**config.mk**
```make
export PLATFORM = sky130hd
export DESIGN_NAME = effect_manager
export DESIGN_NICKNAME = d
export VERILOG_FILES = /design/src/rtl/effect_manager.sv
export SDC_FILE = /design/constraint.sdc
export NUM_CORES = 1
export LEC_CHECK = 0
export CAP_MARGIN = 20
export CORE_AREA = 2 2 105 107
export CTS_CLUSTER_SIZE = 12
export DETAILED_ROUTE_END_ITERATION = 16
export DIE_AREA = 0 0 107 109
export GPL_ROUTABILITY_DRIVEN = 0
export SYNTH_ARGS = -nofsm -noshare
export SYNTH_HDL_FRONTEND = slang
export SYNTH_SLANG_ARGS = --single-unit
```
**constraint.sdc**
```tcl
create_clock -name sysclk -period 8.15 [get_ports sysclk]
set_clock_uncertainty 0.2 [all_clocks]
set_input_delay 1.63 -clock sysclk [delete_from_list [all_inputs] [get_ports sysclk]]
set_output_delay 1.63 -clock sysclk [all_outputs]
set_load 0.02 [all_outputs]
```
**src/rtl/effect_manager.sv**
```systemverilog
// effect_manager: turns one-cycle gameplay event pulses into registered
// power-up / curse flags with millisecond expiry timers and a saturating
// 11-bit energy level for the downstream speed selector.
module effect_manager #(
  parameter int TICK_DIV     = 100_000,
  parameter int POWER_UP_MS  = 5000,
  parameter int CURSE_MS     = 8000,
  parameter int ENERGY_INIT  = 1000,
  parameter int ENERGY_MAX   = 2047,
  parameter int ENERGY_BONUS = 200,
  parameter int STEP_COST    = 1
) (
  input  logic        sysclk,
  input  logic        reset_n,
  input  logic        en,
  input  logic        step,
  input  logic        power_up_pickup,
  input  logic        curse_hit,
  input  logic        energy_pickup,
  output logic        power_up_active,
  output logic        curse_active,
  output logic [10:0] energy,
  output logic        energy_empty,
  output logic [15:0] power_up_left,
  output logic [15:0] curse_left
);

  localparam int PW = (TICK_DIV > 1) ? $clog2(TICK_DIV) : 1;
  localparam logic [PW-1:0] TICK_LAST = PW'(TICK_DIV - 1);

  // Energy arithmetic is done 14-bit signed so gain minus cost never wraps.
  localparam logic signed [13:0] COST_NORMAL = 14'(STEP_COST);
  localparam logic signed [13:0] COST_CURSED = 14'(2 * STEP_COST);
  localparam logic signed [13:0] GAIN        = 14'(ENERGY_BONUS);
  localparam logic signed [13:0] E_MAX       = 14'(ENERGY_MAX);

  logic [PW-1:0]      pre_cnt;
  logic               tick;
  logic [15:0]        pu_next;
  logic [15:0]        cu_next;
  logic signed [13:0] cost;
  logic signed [13:0] gain;
  logic signed [13:0] sum;
  logic [10:0]        energy_next;

  // Shared timer tick: one enabled cycle out of every TICK_DIV.
  assign tick = en && (pre_cnt == TICK_LAST);

  // Free-running prescaler; pickups never touch its phase.
  always_ff @(posedge sysclk or negedge reset_n) begin
    // NOTE: state registers use non-blocking assignments so every flop
    // samples pre-edge values regardless of block ordering.
    if (!reset_n) begin
      pre_cnt <= '0;
    end else if (en) begin
      pre_cnt <= tick ? '0 : pre_cnt + 1'b1;
    end
  end

  // Effect timer next-state: power-up reload wins over curse and clears it.
  always_comb begin
    // NOTE: defaults first so no path leaves a variable unassigned (no latch).
    pu_next = power_up_left;
    cu_next = curse_left;
    if (power_up_pickup) begin
      pu_next = 16'(POWER_UP_MS);
    end else if (tick && (power_up_left != '0)) begin
      pu_next = power_up_left - 16'd1;
    end
    if (power_up_pickup) begin
      cu_next = '0;
    end else if (curse_hit && (power_up_left == '0)) begin
      cu_next = 16'(CURSE_MS);
    end else if (tick && (curse_left != '0)) begin
      cu_next = curse_left - 16'd1;
    end
  end

  // Energy next-state: cost from the flags registered before this edge, clamped.
  always_comb begin
    cost        = '0;
    gain        = '0;
    energy_next = energy;
    if (step) begin
      if (power_up_active) begin
        cost = '0;
      end else if (curse_active) begin
        cost = COST_CURSED;
      end else begin
        cost = COST_NORMAL;
      end
    end
    if (energy_pickup) begin
      gain = GAIN;
    end
    sum = $signed({3'b000, energy}) + gain - cost;
    if (sum < 14'sd0) begin
      energy_next = '0;
    end else if (sum > E_MAX) begin
      energy_next = E_MAX[10:0];
    end else begin
      energy_next = sum[10:0];
    end
  end

  // Output registers: everything holds while the game is not running.
  always_ff @(posedge sysclk or negedge reset_n) begin
    if (!reset_n) begin
      power_up_left   <= '0;
      curse_left      <= '0;
      power_up_active <= 1'b0;
      curse_active    <= 1'b0;
      energy          <= 11'(ENERGY_INIT);
      energy_empty    <= (ENERGY_INIT == 0);
    end else if (en) begin
      power_up_left   <= pu_next;
      curse_left      <= cu_next;
      power_up_active <= (pu_next != '0);
      curse_active    <= (cu_next != '0);
      energy          <= energy_next;
      energy_empty    <= (energy_next == '0);
    end
  end

endmodule

```
==> tab_implementation.tex <==
\begin{tabular}{lr}
\hline
Metric & Value \\
\hline
\multicolumn{2}{l}{\textbf{Run status}} \\
Result of the run & finished, final reports clean \\
\multicolumn{2}{l}{\textbf{Worst setup path}} \\
Cell depth of the worst flop-to-flop path & 12 \\
Peak fanout along the critical path & 9 \\
Startpoint of the most critical setup path & step \\
Flop-to-flop setup slack & 4.43 ns \\
Data arrival at the endpoint of the critical path & 5.07 ns \\
Critical path class & primary input to flop \\
Worst reg2reg path endpoint & energy\_empty \\
Capturing element type of the critical path & flop \\
Type of element launching the critical path & primary input \\
Data required time at the worst endpoint & 8.23 ns \\
Reg-to-reg critical path startpoint & power\_up\_active \\
Endpoint of the worst setup timing path & energy\_empty \\
\multicolumn{2}{l}{\textbf{STA}} \\
Final setup viols & 0 \\
Highest achievable clock rate & 200 MHz \\
Fin. Hold Viols & 0 \\
Period Utilization, post-route & 0.612 \\
Final max-slew violation count & 0 \\
Shortest clock period the worst path allows after layout & 4.99 ns \\
Setup repair after global routing missed its margin & no \\
Worst slew margin relative to its limit & 0.382 \\
Slew of the pin with the lowest slew margin & 0.918 ns \\
Setup TNS Final & 0 ns \\
\multicolumn{2}{l}{\textbf{Clock tree}} \\
Hold-fix buffers, CTS & 0 \\
CTS H-Tree Depth & 3 \\
Latest clock arrival within the worst-skew pair & 0.34 ns \\
CTS tree & built \\
Root Buffer Master & sky130\_fd\_sc\_hd\_\_clkbuf\_8 \\
Maximum root-to-sink buffer count & 2 \\
Number of buffers created by CTS & 9 \\
CTS resizes & 0 \\
TritonCTS sink count & 63 \\
Post-CTS Setup Repair Bufs & 0 \\
Clock slew seen by the registers of the worst setup and hold paths & 0.07 ns \\
\multicolumn{2}{l}{\textbf{Power}} \\
Cell leakage power & 2.13 nW \\
Power per Cell Area & 265 nW/um\^{}2 \\
Maximum resistive drop on vdd & 0.146 mV \\
\multicolumn{2}{l}{\textbf{Yosys}} \\
Synth Register Bits & 63 \\
Net Count, Synth & 531 \\
Warning count from the yosys run & 0 \\
Count of flip-flops with a built-in enable after synthesis & 0 \\
Commonest register cell after synthesis & sky130\_fd\_sc\_hd\_\_dfrtp\_1 \\
Avg Synthesized Cell Area & 8.53 sq um \\
Sequential cell area fraction in the yosys report & 0.369 \\
Asr flop ratio synth & 1.00 \\
Cell count after synthesis & 503 \\
Number of different library cells in the post-synthesis netlist & 63 \\
Post-Synthesis Cell Area & 4290 sq um \\
\multicolumn{2}{l}{\textbf{Detailed routing}} \\
DRC viols & 0 \\
Detailed-route wire length per cell & 15.9 um \\
DR iter-0 viols & 232 \\
Vias per inst & 5.66 \\
Detail Route Antenna Nets & 0 \\
Count of vias placed by the detailed router & 3914 \\
Final routed wirelength across all metal layers & 11.0 mm \\
Router iterations before antenna repair & 5 \\
\multicolumn{2}{l}{\textbf{Final layout}} \\
Fill cell total of the finished layout & 1021 \\
Number of nets in the layout & 575 \\
Fraction of final layout cells with drive strength greater than 1 & 0.0616 \\
\# diodes & 0 \\
Synth-to-layout area growth & 18.8\% \\
Cell area after layout & 5090 sq um \\
\multicolumn{2}{l}{\textbf{Die}} \\
Std cell rows & 38 \\
DIE HEIGHT & 109 um \\
Horiz. Die Dim & 107 um \\
Floorplan core area & 10600 sq um \\
Ports & 53 \\
Starting Density & 0.405 \\
Die Footprint & 11700 sq um \\
\multicolumn{2}{l}{\textbf{Global routing}} \\
Overall global routing resource usage & 0.201 \\
Wire length of the first global-routing pass & 18.7 mm \\
Total global routing overflow & 0 \\
Vias in the first global route & 3776 \\
Antenna violations before repair & 0 \\
Pin count of the biggest net entering global routing & 64 \\
\multicolumn{2}{l}{\textbf{Place}} \\
IO Port Bufs & 52 \\
Instance area at placement & 4910 sq um \\
Dpl hpwl & 7.72 mm \\
\multicolumn{2}{l}{\textbf{Job}} \\
Number of violations of the max-capacitance limit & 0 \\
\multicolumn{2}{l}{\textbf{Worst hold path}} \\
Hold Path Class & flop to flop \\
\hline
\end{tabular}
## state kept, by name (all words and copies together), names as in the netlist
name and count:
power_up_active 1, power_up_left 16, pre_cnt 17, curse_left 16, energy 11, energy_empty 1
curse_active 1
## cell families after synthesis
logic type | after synthesis | synth area share
xor gates and xnor gates | 37 | 0.0755
adders and majority gates | 21 | 0.0630
muxes | 9 | 0.0213
and+or+nand+nor | 203 | 0.245
AOI/OAI and AO/OA | 117 | 0.179
DFF | 63 | 0.369
buffers and inverters | 53 | 0.0470
## cells in the mapped netlist, drive strengths merged (7+ instances only)
cell type	instances	share of area
nand3	14	0.016
o22ai	13	0.019
xor2	16	0.033
xnor2	21	0.043
nor2	52	0.045
ha	20	0.058
clkbuf	21	0.018
inv	30	0.026
o2bb2ai	7	0.014
o31ai	8	0.014
nor3	18	0.022
nand4	12	0.017
nand2	48	0.042
mux2i	8	0.019
o21ai	25	0.029
a21oi	30	0.035
dfrtp	57	0.33
nor4	13	0.019
## per-stage QoR
stage | hold WS [ns] | utilization | std cells | worst slack (ns) | power, mW
final | 0.282 | 0.481 | 692 | 3.16 | 1.35
after detailed placement | 0.271 | 0.463 | 675 | 2.80 | 1.09
after global placement | 0.258 | 0.462 | 674 | 2.42 | 1.07
after floorplan | 0.239 | - | 503 | 3.59 | 0.904
after global routing | 0.305 | 0.481 | 692 | 2.86 | 1.45
after CTS | 0.285 | 0.480 | 691 | 3.14 | 1.36
## cell usage in the layout (no fill, tap or decap), types with 5 or more instances in the layout
cell type / count
sky130_fd_sc_hd__a21oi_1: 30
sky130_fd_sc_hd__and3_1: 6
sky130_fd_sc_hd__and4_1: 6
sky130_fd_sc_hd__clkbuf_8: 9
sky130_fd_sc_hd__clkdlybuf4s50_1: 50
sky130_fd_sc_hd__dfrtp_1: 57
sky130_fd_sc_hd__dfstp_2: 6
sky130_fd_sc_hd__ha_1: 20
sky130_fd_sc_hd__inv_1: 30
sky130_fd_sc_hd__mux2i_1: 8
sky130_fd_sc_hd__nand2_1: 48
sky130_fd_sc_hd__nand3_1: 14
sky130_fd_sc_hd__nand4_1: 12
sky130_fd_sc_hd__nor2_1: 52
sky130_fd_sc_hd__nor3_1: 17
sky130_fd_sc_hd__nor4_1: 13
sky130_fd_sc_hd__o21ai_0: 24
sky130_fd_sc_hd__o22ai_1: 13
sky130_fd_sc_hd__o2bb2ai_1: 7
sky130_fd_sc_hd__o31ai_1: 8
sky130_fd_sc_hd__or4_1: 5
sky130_fd_sc_hd__xnor2_1: 21
sky130_fd_sc_hd__xor2_1: 16
## worst max-delay path, stage by stage
cell and delay, ns:
sky130_fd_sc_hd__clkdlybuf4s50_1 0.47, sky130_fd_sc_hd__nor3b_1 0.20, sky130_fd_sc_hd__ha_1 0.18, sky130_fd_sc_hd__inv_1 0.04, sky130_fd_sc_hd__ha_1 0.21, sky130_fd_sc_hd__fa_1 0.44, sky130_fd_sc_hd__a211oi_1 0.33, sky130_fd_sc_hd__nor3_1 0.10
sky130_fd_sc_hd__o31a_1 0.30, sky130_fd_sc_hd__o41a_1 0.36, sky130_fd_sc_hd__o21ai_0 0.29, sky130_fd_sc_hd__buf_2 0.28, sky130_fd_sc_hd__o21a_1 0.15, sky130_fd_sc_hd__a31o_2 0.09
## power breakdown
| part | switching (mW) | internal, mW | total, mW |
|---|---|---|---|
| Sequential | 0.0532 | 0.375 | 0.428 |
| Clock | 0.123 | 0.141 | 0.264 |
| Combinational | 0.368 | 0.288 | 0.656 |
## layer usage
metal | GRT usage | vias to the layer above | wire length, um
li1 | - | 1937 | -
met1 | 0.278 | 1862 | 5280
met2 | 0.323 | 104 | 5140
met3 | 0.0347 | 11 | 473
met4 | 0.0612 | 0 | 144
met5 | 0 | - | 0
## area by class of cell
type	count	area, sq um	area share
Multi-Input combinational cell	387	2500	0.492
Tap cell	140	175	0.0344
Sequential cell	63	1580	0.311
Timing Repair Buffer	56	536	0.105
Clock inverter	4	47.5	0.00933
Inverter	30	113	0.0221
Clock buffer	12	135	0.0265
## worst min path at each step
stage,startpoint,end,cells after the start
final,pre_cnt[14],pre_cnt[14],1
after global placement,pre_cnt[4],pre_cnt[4],1
after floorplan,pre_cnt[4],pre_cnt[4],1
after detailed placement,pre_cnt[4],pre_cnt[4],1
after CTS,pre_cnt[4],pre_cnt[4],1
after global routing,pre_cnt[8],pre_cnt[8],1
Power figures use the tool's default switching activity.
